`src/rtl/cia_arb_pkg.sv`:
```
// Shared types and constants for the CIA bus arbiter.
package cia_arb_pkg;

  // Arbiter sequencing states.
  typedef enum logic [1:0] {
    IDLE      = 2'd0,
    CPU_CYC   = 2'd1,
    HOST_CYC  = 2'd2,
    HOST_DONE = 2'd3
  } arb_state_t;

  // Interrupt control register: reading it clears pending CIA interrupts.
  localparam logic [3:0] ICR_RS_DEFAULT = 4'hD;

endpackage

```
`src/rtl/cia_bus_arbiter.sv`:
```
// Shares one CIA between the native CPU and a host port. The CPU always wins at
// a Phi2 rising edge; the host gets the slot only when the CPU leaves it unused.
// All CIA-side signals are registered and change only at cycle boundaries.
module cia_bus_arbiter
  import cia_arb_pkg::*;
#(
  parameter int         HOST_RD_PROTECT = 1,
  parameter logic [3:0] ICR_RS          = ICR_RS_DEFAULT
) (
  input  logic       clk,
  input  logic       res,
  input  logic       phi2_p,
  input  logic       phi2_n,
  input  logic       cpu_cs_n,
  input  logic       cpu_rw,
  input  logic [3:0] cpu_rs,
  input  logic [7:0] cpu_db_in,
  output logic [7:0] cpu_db_out,
  input  logic       host_req,
  input  logic       host_we,
  input  logic [3:0] host_rs,
  input  logic [7:0] host_wdata,
  output logic       host_ack,
  output logic       host_err,
  output logic [7:0] host_rdata,
  output logic       cia_cs_n,
  output logic       cia_rw,
  output logic [3:0] cia_rs,
  output logic [7:0] cia_db_in,
  input  logic [7:0] cia_db_out
);

  arb_state_t state_q, state_d;
  logic       seen_n_q, seen_n_d;
  logic       blocked_q, blocked_d;
  logic       err_q, err_d;
  logic       cs_n_d, rw_d;
  logic [3:0] rs_d;
  logic [7:0] db_d, rdata_d;

  arb_state_t g_state;
  logic       g_cs_n, g_rw, g_blocked;
  logic [3:0] g_rs;
  logic [7:0] g_db;

  logic       host_rd_blocked;
  logic       load_grant, go_idle;

  // A host read of the ICR would silently clear CIA interrupts owned by the CPU.
  assign host_rd_blocked = (HOST_RD_PROTECT != 0) && !host_we && (host_rs == ICR_RS);

  // CPU read data comes straight from the CIA, no extra latency.
  assign cpu_db_out = cia_db_out;

  // Ack is the HOST_DONE state itself; err only qualifies that single clk.
  assign host_ack = (state_q == HOST_DONE);
  assign host_err = host_ack & err_q;

  // Who would own the bus if a Phi2 rising edge were seen right now.
  always_comb begin
    g_state   = IDLE;
    g_cs_n    = 1'b1;
    g_rw      = 1'b1;
    g_rs      = 4'h0;
    g_db      = 8'h00;
    g_blocked = 1'b0;
    if (!cpu_cs_n) begin
      g_state = CPU_CYC;
      g_cs_n  = 1'b0;
      g_rw    = cpu_rw;
      g_rs    = cpu_rs;
      g_db    = cpu_db_in;
    end else if (host_req) begin
      g_state   = HOST_CYC;
      g_blocked = host_rd_blocked;
      if (!host_rd_blocked) begin
        g_cs_n = 1'b0;
        g_rw   = !host_we;
        g_rs   = host_rs;
        g_db   = host_wdata;
      end
    end
  end

  // Next-state and next-register decode; phi2_p always outranks phi2_n.
  always_comb begin
    state_d    = state_q;
    seen_n_d   = seen_n_q;
    blocked_d  = blocked_q;
    err_d      = err_q;
    cs_n_d     = cia_cs_n;
    rw_d       = cia_rw;
    rs_d       = cia_rs;
    db_d       = cia_db_in;
    rdata_d    = host_rdata;
    load_grant = 1'b0;
    go_idle    = 1'b0;

    case (state_q)
      IDLE: begin
        if (phi2_p) load_grant = 1'b1;
      end
      CPU_CYC: begin
        if (phi2_p)        load_grant = 1'b1;
        else if (seen_n_q) go_idle = 1'b1;
        else if (phi2_n)   seen_n_d = 1'b1;
      end
      HOST_CYC: begin
        if (seen_n_q) begin
          state_d  = HOST_DONE;
          seen_n_d = 1'b0;
          err_d    = blocked_q;
          cs_n_d   = 1'b1;
          rw_d     = 1'b1;
          rs_d     = 4'h0;
          db_d     = 8'h00;
          if (blocked_q)   rdata_d = 8'h00;
          else if (cia_rw) rdata_d = cia_db_out;
        end else if (phi2_n && !phi2_p) begin
          seen_n_d = 1'b1;
        end
      end
      HOST_DONE: begin
        // host_req on this clk still belongs to the request being acked,
        // so only the CPU may claim a coincident Phi2 edge.
        if (phi2_p && !cpu_cs_n) load_grant = 1'b1;
        else                     go_idle = 1'b1;
      end
      default: go_idle = 1'b1;
    endcase

    if (load_grant) begin
      state_d   = g_state;
      seen_n_d  = 1'b0;
      blocked_d = g_blocked;
      cs_n_d    = g_cs_n;
      rw_d      = g_rw;
      rs_d      = g_rs;
      db_d      = g_db;
    end else if (go_idle) begin
      state_d   = IDLE;
      seen_n_d  = 1'b0;
      blocked_d = 1'b0;
      cs_n_d    = 1'b1;
      rw_d      = 1'b1;
      rs_d      = 4'h0;
      db_d      = 8'h00;
    end
  end

  // State and registered outputs; reset abandons any cycle in flight.
  always_ff @(posedge clk or posedge res) begin
    if (res) begin
      state_q    <= IDLE;
      seen_n_q   <= 1'b0;
      blocked_q  <= 1'b0;
      err_q      <= 1'b0;
      cia_cs_n   <= 1'b1;
      cia_rw     <= 1'b1;
      cia_rs     <= 4'h0;
      cia_db_in  <= 8'h00;
      host_rdata <= 8'h00;
    end else begin
      state_q    <= state_d;
      seen_n_q   <= seen_n_d;
      blocked_q  <= blocked_d;
      err_q      <= err_d;
      cia_cs_n   <= cs_n_d;
      cia_rw     <= rw_d;
      cia_rs     <= rs_d;
      cia_db_in  <= db_d;
      host_rdata <= rdata_d;
    end
  end

endmodule

```
`config.mk`:
```
export PLATFORM = sky130hd
export DESIGN_NAME = cia_bus_arbiter
export DESIGN_NICKNAME = d
export VERILOG_FILES = /design/src/rtl/cia_arb_pkg.sv /design/src/rtl/cia_bus_arbiter.sv
export SDC_FILE = /design/constraint.sdc
export NUM_CORES = 1
export LEC_CHECK = 0
export CORE_UTILIZATION = 36
export DETAILED_ROUTE_END_ITERATION = 8
export HOLD_SLACK_MARGIN = 0.12
export PLACE_DENSITY_LB_ADDON = 0.05
export SLEW_MARGIN = 15
export SYNTH_ARGS = -nofsm -noshare
export SYNTH_HDL_FRONTEND = slang
export SYNTH_SLANG_ARGS = --single-unit
```
`constraint.sdc`:
```
create_clock -name clk -period 1.6 [get_ports clk]
set_input_delay 0.24 -clock clk [delete_from_list [all_inputs] [get_ports clk]]
set_output_delay 0.24 -clock clk [all_outputs]
set_load 0.02 [all_outputs]
```
==> impl_metrics.json <==
{
  "gp_congestion": 0.902,
  "ys_types": 34,
  "antenna_found_initial": 0,
  "rows": 22,
  "hpwl_mm": 2.91,
  "yosys_register_bits": 27,
  "synth.avg_cell_area_um2": 11.6,
  "cts_buffers": 3,
  "io_buffers": 71,
  "synth_cells": 125,
  "floorplan.die_area_mm2": 0.00429,
  "io-pin-count": 72,
  "yosysSeqAreaShare_pct": 46.7,
  "routed_wl_mm": 4.10,
  "slew_viol_final": 0,
  "h-tree-depth": 1,
  "cp_max_fo": 11,
  "period_share_pct": 107,
  "p_per_area_mw_per_mm2": 1490,
  "p_leak_nw": 1.04,
  "yosysWarnings": 0,
  "die_h_um": 65.5,
  "fin_skew_ps": 3.97,
  "ant_nets": 0,
  "chipWidth_um": 65.5,
  "clockBufferDepth": 2,
  "hold_ws_ps": 329,
  "setup_violations": 18,
  "grt_usage_pct": 18.7,
  "path_cells": "ha_2, nor2b_4, o311ai_4, buf_6, buf_4, o2bb2ai_1",
  "core-area_mm2": 0.00377,
  "maxCapViolCount": 0,
  "max_freq_ghz": 0.586,
  "max_stage_delay_ps": 450,
  "power_mw": 3.57,
  "finalSetupTns_ps": -1510,
  "crit_slowest_cell": "dfrtp_1",
  "setup_ws_ps": -108,
  "worstSkewPairLatency_ps": 270,
  "worstSetupPathType": "reg2reg",
  "wl_per_cell_um": 15.8,
  "layout-drive-gt1-share_pct": 26.1,
  "diodes": 0,
  "nNetsFinal": 256,
  "violations": "negative setup slack",
  "drc": 0,
  "grt.overflow.total": 0,
  "hp-class": "in2async",
  "slew_headroom_pct": 73.9,
  "worst_pin_slew_ps": 391,
  "cts_root_buf": "clkbuf_8",
  "cts_tree": "yes",
  "cp-start-kind": "flip-flop",
  "post-place-ws_ps": -156,
  "final.min_clock_period_ps": 1710,
  "critical-path-top-delay-family": "flip-flops",
  "end_kind": "flip-flop",
  "cts.sinks": 27,
  "path_buf_inv": 2,
  "grt_max_degree": 28,
  "grt_pass1_wl_mm": 6.18,
  "nFillCells": 307,
  "arrival_ps": 1870,
  "grt_pass1_vias": 1324,
  "hold_viol": 0,
  "first_pass_iters": 4,
  "netlist_area_mm2": 0.00145,
  "status": "finished with violations",
  "post-route-util_pct": 63.7,
  "syn_to_final_growth_pct": 65.5,
  "initial_core_util_pct": 38.5,
  "via_count": 1333,
  "worstPathRequired_ps": 1760,
  "ir_drop_mv": 0.660,
  "grt_setup_unrepaired": "true",
  "vias_per_cell": 5.15,
  "cts_hold_buf": 0,
  "drt_iter0_drc": 45,
  "synth_nets": 169,
  "clk_pin_slew_worst_paths_ps": 90
}
## final cells by class
| type | count | area (µm²) | share of cell area, % |
|---|---|---|---|
| clock inverters | 1 | 7.51 | 0.312 |
| multi-input cells | 80 | 712 | 29.6 |
| repair buffers | 94 | 882 | 36.7 |
| well taps | 48 | 60.1 | 2.50 |
| flip-flops and latches | 27 | 678 | 28.2 |
| inverters | 6 | 22.5 | 0.937 |
| clock buffers | 3 | 41.3 | 1.72 |
## cell usage in the layout, fill, tap and decap left out, drive strengths merged
cell | Yosys | layout
dlymetal6s2s | 0 | 3
mux2 | 1 | 1
and2 | 3 | 3
o311ai | 1 | 1
nand3 | 1 | 1
nor2b | 1 | 1
buf | 12 | 24
clkbuf | 1 | 4
o41ai | 1 | 1
a21oi | 6 | 6
o2111ai | 1 | 1
o21a | 1 | 1
clkdlybuf4s50 | 0 | 64
dlygate4sd2 | 0 | 2
nand3b | 1 | 1
clkinvlp | 0 | 1
o21ai | 5 | 5
inv | 6 | 6
o2bb2ai | 11 | 11
dfrtp | 25 | 25
and3 | 1 | 2
a21o | 2 | 2
nand2b | 1 | 1
a22oi | 9 | 9
dfstp | 2 | 2
a22o | 8 | 8
ha | 4 | 4
o211ai | 2 | 2
nor2 | 3 | 3
nand2 | 10 | 10
a32oi | 3 | 3
nor3b | 2 | 2
o32a | 1 | 1
## what timing repair did
item	4_1_cts	5_1_grt
endpoints found under the setup margin	28	31
pin swaps	4	3
setup buffers	1	0
resized for setup	12	13
gates cloned	0	1
hold endpoints to repair	0	0
## power breakdown
part           switching (mW)  internal (mW)
logic                   0.969           1.05
registers               0.215          0.957
clock network           0.211          0.176
total                    1.40           2.18
## through the flow
stage | std cells | cell area (µm²)
finish | 259 | 2400
global route | 259 | 2400
CTS | 258 | 2370
detailed placement | 253 | 2290
global placement | 253 | 2290
floorplan | 125 | 1460
## Yosys cell counts (all sizes together)
| cell type | count | area [µm²] |
|---|---|---|
| a22o | 8 | 70.1 |
| o311ai | 1 | 26.3 |
| o211ai | 2 | 15.0 |
| o21ai | 5 | 25.0 |
| nor3b | 2 | 20.0 |
| a32oi | 3 | 26.3 |
| clkbuf | 1 | 3.75 |
| o32a | 1 | 10.0 |
| o2111ai | 1 | 8.76 |
| nand2b | 1 | 6.26 |
| nor2b | 1 | 13.8 |
| a21oi | 6 | 30.0 |
| nand3b | 1 | 7.51 |
| a22oi | 9 | 67.6 |
| o2bb2ai | 11 | 153 |
| nand2 | 10 | 37.5 |
| o41ai | 1 | 8.76 |
| dfrtp | 25 | 626 |
| o21a | 1 | 7.51 |
| buf | 12 | 92.6 |
| and2 | 3 | 18.8 |
| dfstp | 2 | 52.6 |
| mux2 | 1 | 11.3 |
| inv | 6 | 22.5 |
| nand3 | 1 | 5.00 |
| a21o | 2 | 15.0 |
| ha | 4 | 50.1 |
| and3 | 1 | 11.3 |
| nor2 | 3 | 11.3 |
## worst register-to-register path, cell delays in order (launching register included)
cell and delay, ps:
dfrtp_1 450, ha_2 240, nor2b_4 140, o311ai_4 350, buf_6 210, buf_4 160, o2bb2ai_1 60
## kinds of logic after synthesis
group	synth area share, %
compound gates	31.9
flops	46.7
simple gates	9.04
buf+inv	8.18
fa+ha+maj	3.45
mux	0.775
## metal layers
metal  wire (µm)  GRT usage (%)  part of all wire (%)  vias to the layer above
met1        1820           24.2                    44                      641
met2        2020           33.0                    49                       52
met3         248           2.95                   6.0                        2
li1            -              -                     -                      638
met5           0              0                     0                        -
met4          14           3.26                  0.34                        0
## sequential cells by signal, indices dropped and copies added, names as in the netlist
name	cells
blocked_q	1
err_q	1
cia_cs_n	1
cia_db_in	8
cia_rw	1
state_q	2
seen_n_q	1
cia_rs	4
host_rdata	8
## path summary, 6_finish.rpt
check | startpoint | depth (start not counted) | slack, ps | to
min in group clk | cia_cs_n$_DFFE_PP1P_ | 2 | 480 | cia_cs_n$_DFFE_PP1P_
worst max-delay path | state_q[0]$_DFFE_PP0P_ | 6 | -110 | cia_db_in[4]$_DFFE_PP0P_
worst min register to register | cia_cs_n$_DFFE_PP1P_ | 2 | 480 | cia_cs_n$_DFFE_PP1P_
worst max register to register | state_q[0]$_DFFE_PP0P_ | 6 | -110 | cia_db_in[4]$_DFFE_PP0P_
max in group asynchronous | res | 3 | 960 | cia_cs_n$_DFFE_PP1P_
worst min-delay path | res | 3 | 330 | cia_db_in[3]$_DFFE_PP0P_
No activity file was read; power rests on OpenSTA's default activity.
